`src/rtl/multicycle_control_unit.sv`:
```
// Multicycle MIPS control unit: walks each instruction through FETCH/DECODE/EXEC/MEM/WB
// around the ihit/dhit handshake, with per-access timeout, illegal-instruction trap and sticky halt.
module multicycle_control_unit #(
  parameter int AOP_W        = 4,
  parameter int MEM_WAIT_MAX = 15
) (
  input  logic             CLK_i,
  input  logic             nRST_i,
  input  logic [31:0]      instr_i,
  input  logic             ihit_i,
  input  logic             dhit_i,
  input  logic             zero_i,
  output logic             iREN_o,
  output logic             dREN_o,
  output logic             dWEN_o,
  output logic             IRWr_o,
  output logic             PCWr_o,
  output logic [1:0]       PCsrc_o,
  output logic [AOP_W-1:0] alu_op_o,
  output logic [1:0]       ALUsrc_o,
  output logic             ExtOp_o,
  output logic             LUI_o,
  output logic [1:0]       RegDst_o,
  output logic             RegWr_o,
  output logic             MemToReg_o,
  output logic             halt_o,
  output logic [1:0]       err_o
);

  localparam int CNT_W = (MEM_WAIT_MAX < 1) ? 1 : $clog2(MEM_WAIT_MAX + 1);

  localparam logic [5:0] OP_RTYPE = 6'h00, OP_J    = 6'h02, OP_JAL   = 6'h03, OP_BEQ  = 6'h04,
                         OP_BNE   = 6'h05, OP_ADDIU = 6'h09, OP_SLTI = 6'h0A, OP_SLTIU = 6'h0B,
                         OP_ANDI  = 6'h0C, OP_ORI  = 6'h0D, OP_XORI  = 6'h0E, OP_LUI  = 6'h0F,
                         OP_LW    = 6'h23, OP_SW   = 6'h2B, OP_HALT  = 6'h3F;
  localparam logic [5:0] FN_SLL  = 6'h00, FN_SRL = 6'h02, FN_JR  = 6'h08, FN_ADDU = 6'h21,
                         FN_SUBU = 6'h23, FN_AND = 6'h24, FN_OR  = 6'h25, FN_XOR  = 6'h26,
                         FN_NOR  = 6'h27, FN_SLT = 6'h2A, FN_SLTU = 6'h2B;
  localparam logic [AOP_W-1:0] ALU_SLL = AOP_W'(0), ALU_SRL = AOP_W'(1), ALU_ADD = AOP_W'(2),
                               ALU_SUB = AOP_W'(3), ALU_AND = AOP_W'(4), ALU_OR  = AOP_W'(5),
                               ALU_XOR = AOP_W'(6), ALU_NOR = AOP_W'(7), ALU_SLT = AOP_W'(8),
                               ALU_SLTU = AOP_W'(9);

  typedef enum logic [2:0] {FETCH, DECODE, EXEC, MEM, WB, HALT, ERR} state_t;

  state_t           state_q, state_d;
  logic [5:0]       opcode_q, opcode_d, funct_q, funct_d;
  logic [1:0]       err_q, err_d;
  logic [CNT_W-1:0] wait_cnt_q, wait_cnt_d;

  logic             legal, isHalt, isJ, isJal, isBeq, isBne, isJr, isLw, isSw, isLui, isRtype;
  logic [AOP_W-1:0] aluSel;
  logic [1:0]       srcSel;
  logic             extSel;
  logic             timeout;
  logic             unused_instr;

  // Only opcode and funct steer the sequence; register fields go straight to the datapath.
  assign unused_instr = ^instr_i[25:6];
  assign timeout      = (MEM_WAIT_MAX != 0) && (wait_cnt_q == CNT_W'(MEM_WAIT_MAX));

  always_comb begin
    legal   = 1'b1;
    isHalt  = 1'b0;
    isJ     = 1'b0;
    isJal   = 1'b0;
    isBeq   = 1'b0;
    isBne   = 1'b0;
    isJr    = 1'b0;
    isLw    = 1'b0;
    isSw    = 1'b0;
    isLui   = 1'b0;
    isRtype = (opcode_q == OP_RTYPE);
    aluSel  = ALU_ADD;
    srcSel  = 2'b01;
    extSel  = 1'b0;
    case (opcode_q)
      OP_RTYPE: begin
        srcSel = 2'b00;
        case (funct_q)
          FN_SLL:  begin aluSel = ALU_SLL; srcSel = 2'b10; end
          FN_SRL:  begin aluSel = ALU_SRL; srcSel = 2'b10; end
          FN_JR:   isJr = 1'b1;
          FN_ADDU: aluSel = ALU_ADD;
          FN_SUBU: aluSel = ALU_SUB;
          FN_AND:  aluSel = ALU_AND;
          FN_OR:   aluSel = ALU_OR;
          FN_XOR:  aluSel = ALU_XOR;
          FN_NOR:  aluSel = ALU_NOR;
          FN_SLT:  aluSel = ALU_SLT;
          FN_SLTU: aluSel = ALU_SLTU;
          default: legal = 1'b0;
        endcase
      end
      OP_ADDIU: extSel = 1'b1;
      OP_SLTI:  begin aluSel = ALU_SLT;  extSel = 1'b1; end
      OP_SLTIU: begin aluSel = ALU_SLTU; extSel = 1'b1; end
      OP_ANDI:  aluSel = ALU_AND;
      OP_ORI:   aluSel = ALU_OR;
      OP_XORI:  aluSel = ALU_XOR;
      OP_LUI:   isLui = 1'b1;
      OP_BEQ:   begin isBeq = 1'b1; aluSel = ALU_SUB; srcSel = 2'b00; extSel = 1'b1; end
      OP_BNE:   begin isBne = 1'b1; aluSel = ALU_SUB; srcSel = 2'b00; extSel = 1'b1; end
      OP_LW:    begin isLw = 1'b1; extSel = 1'b1; end
      OP_SW:    begin isSw = 1'b1; extSel = 1'b1; end
      OP_J:     isJ = 1'b1;
      OP_JAL:   isJal = 1'b1;
      OP_HALT:  isHalt = 1'b1;
      default:  legal = 1'b0;
    endcase
  end

  always_comb begin
    state_d    = state_q;
    opcode_d   = opcode_q;
    funct_d    = funct_q;
    err_d      = err_q;
    wait_cnt_d = wait_cnt_q;
    iREN_o     = 1'b0;
    dREN_o     = 1'b0;
    dWEN_o     = 1'b0;
    IRWr_o     = 1'b0;
    PCWr_o     = 1'b0;
    PCsrc_o    = 2'b00;
    alu_op_o   = '0;
    ALUsrc_o   = 2'b00;
    ExtOp_o    = 1'b0;
    LUI_o      = 1'b0;
    RegDst_o   = 2'b00;
    RegWr_o    = 1'b0;
    MemToReg_o = 1'b0;
    halt_o     = 1'b0;
    err_o      = err_q;
    if (state_q == EXEC || state_q == MEM || state_q == WB) begin
      alu_op_o = aluSel;
      ALUsrc_o = srcSel;
      ExtOp_o  = extSel;
    end
    case (state_q)
      FETCH: begin
        iREN_o = 1'b1;
        if (ihit_i) begin
          IRWr_o   = 1'b1;
          PCWr_o   = 1'b1;
          opcode_d = instr_i[31:26];
          funct_d  = instr_i[5:0];
          state_d  = DECODE;
        end else if (timeout) begin
          state_d = ERR;
          err_d   = 2'b01;
        end
      end
      DECODE: begin
        if (!legal) begin
          state_d = ERR;
          err_d   = 2'b11;
        end else if (isHalt) begin
          state_d = HALT;
        end else if (isJ || isJal) begin
          PCWr_o   = 1'b1;
          PCsrc_o  = 2'b10;
          RegWr_o  = isJal;
          RegDst_o = isJal ? 2'b10 : 2'b00;
          state_d  = FETCH;
        end else begin
          state_d = EXEC;
        end
      end
      EXEC: begin
        if (isBeq || isBne) begin
          PCWr_o  = (zero_i == isBeq);
          PCsrc_o = 2'b01;
          state_d = FETCH;
        end else if (isJr) begin
          PCWr_o  = 1'b1;
          PCsrc_o = 2'b11;
          state_d = FETCH;
        end else begin
          state_d = (isLw || isSw) ? MEM : WB;
        end
      end
      MEM: begin
        dREN_o = isLw;
        dWEN_o = isSw;
        if (dhit_i) begin
          state_d = isLw ? WB : FETCH;
        end else if (timeout) begin
          state_d = ERR;
          err_d   = 2'b10;
        end
      end
      WB: begin
        RegWr_o    = 1'b1;
        RegDst_o   = isRtype ? 2'b01 : 2'b00;
        MemToReg_o = isLw;
        LUI_o      = isLui;
        state_d    = FETCH;
      end
      HALT, ERR: halt_o = 1'b1;
      default:   state_d = FETCH;
    endcase
    if (state_d != state_q) begin
      wait_cnt_d = '0;
    end else if ((state_q == FETCH && !ihit_i) || (state_q == MEM && !dhit_i)) begin
      wait_cnt_d = wait_cnt_q + CNT_W'(1);
    end
  end

  always_ff @(posedge CLK_i) begin
    if (!nRST_i) begin
      state_q    <= FETCH;
      opcode_q   <= '0;
      funct_q    <= '0;
      err_q      <= 2'b00;
      wait_cnt_q <= '0;
    end else begin
      state_q    <= state_d;
      opcode_q   <= opcode_d;
      funct_q    <= funct_d;
      err_q      <= err_d;
      wait_cnt_q <= wait_cnt_d;
    end
  end

endmodule

```
`config.mk`:
```
export PLATFORM = sky130hd
export DESIGN_NAME = multicycle_control_unit
export DESIGN_NICKNAME = d
export VERILOG_FILES = /design/src/rtl/multicycle_control_unit.sv
export SDC_FILE = /design/constraint.sdc
export NUM_CORES = 1
export LEC_CHECK = 0
export CAP_MARGIN = 20
export CORE_MARGIN = 1.5
export CORE_UTILIZATION = 45
export DETAILED_ROUTE_END_ITERATION = 10
export GPL_ROUTABILITY_DRIVEN = 0
export PLACE_DENSITY_LB_ADDON = 0.15
export SLEW_MARGIN = 20
export SYNTH_ARGS = -nofsm -noshare
export SYNTH_HDL_FRONTEND = slang
export SYNTH_SLANG_ARGS = --single-unit
```
`constraint.sdc`:
```
create_clock -name CLK_i -period 2.7 [get_ports CLK_i]
set_input_delay 0.27 -clock CLK_i [delete_from_list [all_inputs] [get_ports CLK_i]]
set_output_delay 0.27 -clock CLK_i [all_outputs]
set_load 0.01 [all_outputs]
```
==> results of run 1 <==
## worst min-delay path, cell delays in order
cell and delay (ns):
clkdlybuf4s50_1 0.39, nand2_1 0.05, a21oi_1 0.05
## timing repair
| action | 4_1_cts | 5_1_grt |
|---|---|---|
| buffers inserted | 0 | 2 |
| gates resized for setup | 0 | 9 |
| hold buffers | 0 | 0 |
| setup endpoints to repair | 0 | 5 |
## layout make-up
class,count,area [sq um],share of cell area
flip-flops and latches,21,425,0.201
well taps,46,57.6,0.0271
clock buffers,3,22.5,0.0106
multi-input cells,183,1100,0.518
clock inverters,1,5.00,0.00236
repair buffers,51,485,0.229
inverters,7,26.3,0.0124
## power breakdown
part | total [mW] | switching, mW | leakage (nW) | internal, mW
combinational | 0.710 | 0.363 | 0.661 | 0.346
clock | 0.153 | 0.0972 | 0.0177 | 0.0553
sequential | 0.446 | 0.0864 | 0.173 | 0.360
total | 1.31 | 0.547 | 0.852 | 0.762
## metrics by stage
step / setup WS, ns / std cells / util / hold WS (ns)
2_1_floorplan: 0.777 / 228 / - / 0.403
3_3_place_gp: 0.403 / 306 / 0.608 / 0.490
3_5_place_dp: 0.364 / 306 / 0.608 / 0.490
4_1_cts: 0.000525 / 310 / 0.616 / 0.484
5_1_grt: 0.0397 / 312 / 0.626 / 0.499
6_report: 0.168 / 312 / 0.626 / 0.491
## metal layers
| metal | vias up | routed length, microns | GRT usage |
|---|---|---|---|
| met5 | - | 0 | 0 |
| met4 | 0 | 16 | 0.0278 |
| met3 | 2 | 235 | 0.0432 |
| met2 | 42 | 1800 | 0.339 |
| met1 | 793 | 2120 | 0.324 |
| li1 | 893 | - | - |
## state kept, by name (all words and copies together), names as in the netlist
register	count
opcode_q	6
funct_q	6
err_o	2
state_q	3
wait_cnt_q	4
## placed cells by master, fill, tap and decap left out, drive strengths merged, types with 3 or more instances in the layout
master	synthesis	routed
a211o	3	3
a21boi	3	3
a21oi	26	26
a31oi	3	3
buf	3	13
clkbuf	14	3
clkdlybuf4s50	0	35
dfxtp	21	21
dlymetal6s2s	0	3
inv	7	7
nand2	41	41
nand2b	7	7
nand3	6	6
nand4	6	6
nand4b	3	3
nor2	15	15
nor2b	3	3
nor3	13	13
nor3b	5	5
o21ai	9	9
or3	3	3
xor2	4	4
## worst max path at each step
stage / startpoint / cells past startpoint / slack [ns] / to
after global routing: opcode_q[1] / 5 / 0.04 / PCWr_o
after global placement: opcode_q[1] / 5 / 0.40 / alu_op_o[2]
after CTS: opcode_q[1] / 5 / 0.0005 / alu_op_o[2]
after detailed placement: opcode_q[1] / 5 / 0.36 / alu_op_o[2]
final: opcode_q[1] / 5 / 0.17 / PCWr_o
after floorplan: state_q[0] / 6 / 0.78 / wait_cnt_q[0]
## kinds of logic after synthesis
kind of cell | Yosys count
buffers and inverters | 24
AO/OA/AOI/OAI | 61
XOR/XNOR | 5
adder cells (fa/ha/maj) | 1
multiplexers | 1
AND/OR/NAND/NOR | 115
flip-flops | 21
==> metrics.md, run 1 <==
| Metric | Value |
|---|---|
| Critical path cell sequence | or4_4, nand4b_4, o21ai_0, a211o_1, clkdlybuf4s50_1 |
| Initial Util | 0.474 |
| Antenna viol nets, final | 0 |
| Ys async rst share | 0 |
| Cell family with most CP delay | simple AND/OR/NAND/NOR gates |
| Final #Nets | 305 |
| Max-cap violation count | 0 |
| Final Critical Period | between 2 and 3 ns |
| Status | completed |
| F_max | 395 MHz |
| Synth Area in Simple Gates | 0.387 |
| GRT overflow | 0 |
| CP Data Required Time | about 2.4 ns |
| P&R area growth vs syn | 32.1% |
| DP HPWL | 3180 microns |
| Synth area leader | dfxtp_1 |
| First-pass GRT wire length | approximately 7100 microns |
| Area of placed instances | between 0.002 and 0.0025 sq mm |
| Crit path DAT | between 2 and 2.5 ns |
| Adder-cell share of the synthesized area | 0.00779 |
| Synth Area in Compound Gates | 0.253 |
| Share of Yosys cell area claimed by the top area cell type | 0.262 |
| Pwr Density | 617 mW/mm^2 |
| Primary FF master, synth | dfxtp_1 |
| Hold Path End | opcode_q[1] |
| Most numerous cell in the Yosys netlist | nand2_1 |
| Crit. End Element | output pin |
| Period utilization | 0.938 |
| EDFF count, synth | 0 |
| Crit path max fanout | 6 |
| Skew-Pair Late Insertion Delay | just over 0.3 ns |
| Hold Crit Depth | 3 |
| XOR/XNOR Fraction of Synth Area | 0.0273 |
| Pin count of the biggest net entering global routing | 16 |
| Mapped Area | 0.00161 sq mm |
| WP buf/inv | 1 |
| Worst Tran Pin Value | 0.493 ns |
| Mean area per synthesized cell | slightly above 7 sq um |
| Residual DRC count | 0 |
| Routed wire length per instance | ~13 microns |
| I/O Buffers | 38 |
| Max incr delay on CP | ~0.57 ns |
| Min-Delay Startpoint | instr_i[27] |
| I/O Pins | between 50 and 60 |
| Slowest cell on crit path | or4_4 |
| Final setup viols | 0 |
| Die width | around 63 microns |
| RSZ-0062 raised after global routing | false |
| R2R Setup Slk | about 0.55 ns |
| Slew Viols, Final | 0 |
| Std cell rows | 21 |
| Pleak | approximately 0.85 nW |
| Post-Syn Instances | about 230 |
| Seq cells post-synth | 21 |
| Clk buf depth | 2 |
| Initial antenna violation count | 0 |
| Hold Crit Class | input pin to register |
| Clock sinks | 21 |
| Total Power | about 1.3 mW |
| Seq/Total Area, Yosys | 0.262 |
| Share of cells above drive strength 1 | 0.120 |
| Startpoint Class | register |
| Root Buffer Master | clkbuf_4 |
| Fillers | approximately 310 |
| Worst R2R Path Depth | 7 |
| Iteration-0 DRC Markers | approximately 120 |
| Via/cell ratio | roughly 5.5 |
| Detailed-route wire length | ~4200 microns |
| Largest cells by area after synthesis | dfxtp_1 (26%), nand2_1 (9.6%), a21oi_1 (7.8%) |
| Vias in the first global route | approximately 1500 |
| Core area | 0.00339 sq mm |
| Largest family of logic cells by synthesized area | simple AND/OR/NAND/NOR gates |
| Via count | 1730 |
| CTS Buf Count | 3 |
| Syn. warnings | 0 |
| Post-synthesis cell type count | 54 |
| Rel. slew slack | 0.668 |
| Die area | approximately 0.004 sq mm |
| First-pass DRT Iterations | 4 |
| Ant. Diodes | 0 |
| R2R Path End | wait_cnt_q[3] |
| # H-tree levels | 1 |
| Final instance area | 0.00212 sq mm |
| R2r startpoint | opcode_q[1] |
| TritonCTS clock tree | built |
| Worst-path clk slew | ~0.11 ns |
| Clock Skews | ~0.0053 ns |
| All-Layer GR Usage | 0.220 |
| Max rail drop VDD | 0.356 mV |
| Post-synthesis mux area share | 0.00624 |
| Synth Net Count | roughly 270 |
| Final Hold Viols | 0 |
| Most frequent cells after synthesis | nand2_1 (41), a21oi_1 (25), dfxtp_1 (21), nor2_1 (15), clkbuf_1 (14) |
| Die Ht | about 63 microns |
| Final TNS setup | 0 ns |
| WS Path Type | register to output pin |
Power figures use the tool's default switching activity.
==> run 2: changes to the inputs <==
Settings changed: SKIP_CTS_REPAIR_TIMING from default to 1.
Clock period 2.7 ns to 2.94 ns, I/O delays scaled along.
==> run 2 against run 1 <==
Effect of this change: total power decreased by 11%; critical endpoint is now dREN_o; final cell count decreased by 2.2%; final area decreased by 3.0%; largest power group unchanged.
==> metrics.md, run 2 (synthesized netlist as in run 1, its figures left out) <==
| Metric | Value |
|---|---|
| Area occupied by multi-input gates | 0.00110 sq mm |
| Pwr Density | about 570 mW/mm^2 |
| Part of the power in registers | 0.348 |
| Rel. slew slack | 0.674 |
| Final instance area | slightly above 0.002 sq mm |
| GRT overflow | 0 |
| Startpoint Class | register |
| Internal power | 663 uW |
| Most frequent cells in the layout | nand2_1 (41), clkdlybuf4s50_1 (38), a21oi_1 (25) |
| WS Path Type | register to output pin |
| TritonCTS clock tree | built |
| Crit path max fanout | 13 |
| Initial Util | 0.474 |
| First-pass DRT Iterations | 4 |
| Std cell rows | 21 |
| Final Hold Viols | 0 |
| Clock sinks | 21 |
| Via count | between 1500 and 2000 |
| Pleak | between 0.7 and 0.8 nW |
| Crit path DAT | 2.39 ns |
| Worst R2R Path Depth | 6 |
| Share of cells above drive strength 1 | 0.0849 |
| Period utilization | 0.912 |
| Clock power share | 0.122 |
| Die area | 0.00393 sq mm |
| Clock Skews | roughly 0.0064 ns |
| Iteration-0 DRC Markers | around 160 |
| Register area | 422 sq um |
| Min Hold Slack | roughly 0.51 ns |
| DP HPWL | 3140 microns |
| Antenna viol nets, final | 0 |
| First-pass GRT wire length | 7080 microns |
| Total Power | between 1 and 1.5 mW |
| R2r startpoint | state_q[0] |
| Top Registers | funct_q x6, opcode_q x6, wait_cnt_q x4 |
| Die width | 62.7 microns |
| Final TNS setup | 0 ns |
| Hold Crit Class | input pin to register |
| Routed wire length per instance | roughly 14 microns |
| Slew Viols, Final | 0 |
| CP Data Required Time | between 2 and 3 ns |
| Final Critical Period | approximately 2.7 ns |
| R2R Setup Slk | between 0.6 and 0.7 ns |
| Final #Nets | 298 |
| Root Buffer Master | clkbuf_4 |
| Hold Path End | opcode_q[1] |
| Max rail drop VDD | 0.265 mV |
| F_max | roughly 370 MHz |
| Sw Ratio | 0.431 |
| CTS Buf Count | 3 |
| Crit. End Element | output pin |
| P&R area growth vs syn | 28.1% |
| Core area | 0.00339 sq mm |
| Min-Delay Startpoint | instr_i[27] |
| Max-cap violation count | 0 |
| Sw Pwr | around 500 uW |
| Pin count of the biggest net entering global routing | 16 |
| R2R Path End | wait_cnt_q[1] |
| Clk buf depth | 2 |
| Skew-Pair Late Insertion Delay | 0.31 ns |
| Worst Tran Pin Value | approximately 0.49 ns |
| Logic pwr share | 0.530 |
| Vias in the first global route | between 1000 and 1500 |
| I/O Buffers | 38 |
| Initial antenna violation count | 0 |
| RSZ-0062 raised after global routing | false |
| I/O Pins | about 60 |
| Via/cell ratio | about 5.7 |
| Ant. Diodes | 0 |
| Worst-path clk slew | roughly 0.11 ns |
| All-Layer GR Usage | 0.221 |
| Die Ht | ~63 microns |
| Fillers | just over 300 |
| Most common cell after layout, fill and taps aside | nand2_1 |
| Final setup viols | 0 |
| Hold Crit Depth | 3 |
| Status | completed |
| # H-tree levels | 1 |
| Residual DRC count | 0 |
| Detailed-route wire length | between 4000 and 5000 microns |
| Area of placed instances | 0.00202 sq mm |
run 2: cell count changes in the layout (fill, tap and decap cells not counted), sizes merged:
cell,delta
buf,-7
clkdlybuf4s50,+3
dlymetal6s2s,-3
run 2: power groups by stage:
stage	sequential [mW]	combinational (mW)	clock (mW)
after global placement	0.410	0.601	0
after CTS	0.402	0.608	0.149
after global routing	0.416	0.677	0.162
after detailed placement	0.408	0.604	0
after floorplan	0.359	0.443	0
final	0.406	0.618	0.142
run 2: per-stage QoR:
step,utilization,std cells,worst slack [ns]
finish,0.607,305,0.258
global route,0.607,305,0.0963
CTS,0.605,305,0.126
detailed placement,0.597,301,0.506
global placement,0.597,301,0.468
floorplan,-,228,1.02
run 2: how the worst max path moves through the flow:
stage	start	endpoint	slack, ns	depth (start not counted)
after global placement	state_q[0]	alu_op_o[0]	0.47	7
final	opcode_q[2]	dREN_o	0.26	4
after CTS	state_q[0]	alu_op_o[0]	0.13	7
after floorplan	state_q[0]	wait_cnt_q[0]	1.02	6
after global routing	state_q[1]	PCWr_o	0.1	7
after detailed placement	opcode_q[1]	alu_op_o[2]	0.51	5
run 2: final cells by class:
class                      count  area share
clock buffer                   3      0.0109
tap                           46      0.0280
multi-input combinational    183       0.534
sequential                    21       0.205
clock inverter                 1     0.00243
timing repair buffer          44       0.207
inverter                       7      0.0128
run 2: critical path, cell delays in order, from the launching register on:
cell,delay [ns]
dfxtp_1,0.43
nand2b_1,0.27
or4_1,0.53
nor2_1,0.26
clkdlybuf4s50_1,0.59
run 2: layer usage:
metal  track usage  vias to the layer above  routed length, microns
li1              -                      877                       -
met1         0.327                      799                    2080
met2         0.323                       68                    1840
met3        0.0505                        4                     321
met4        0.0583                        0                      40
met5             0                        -                       0
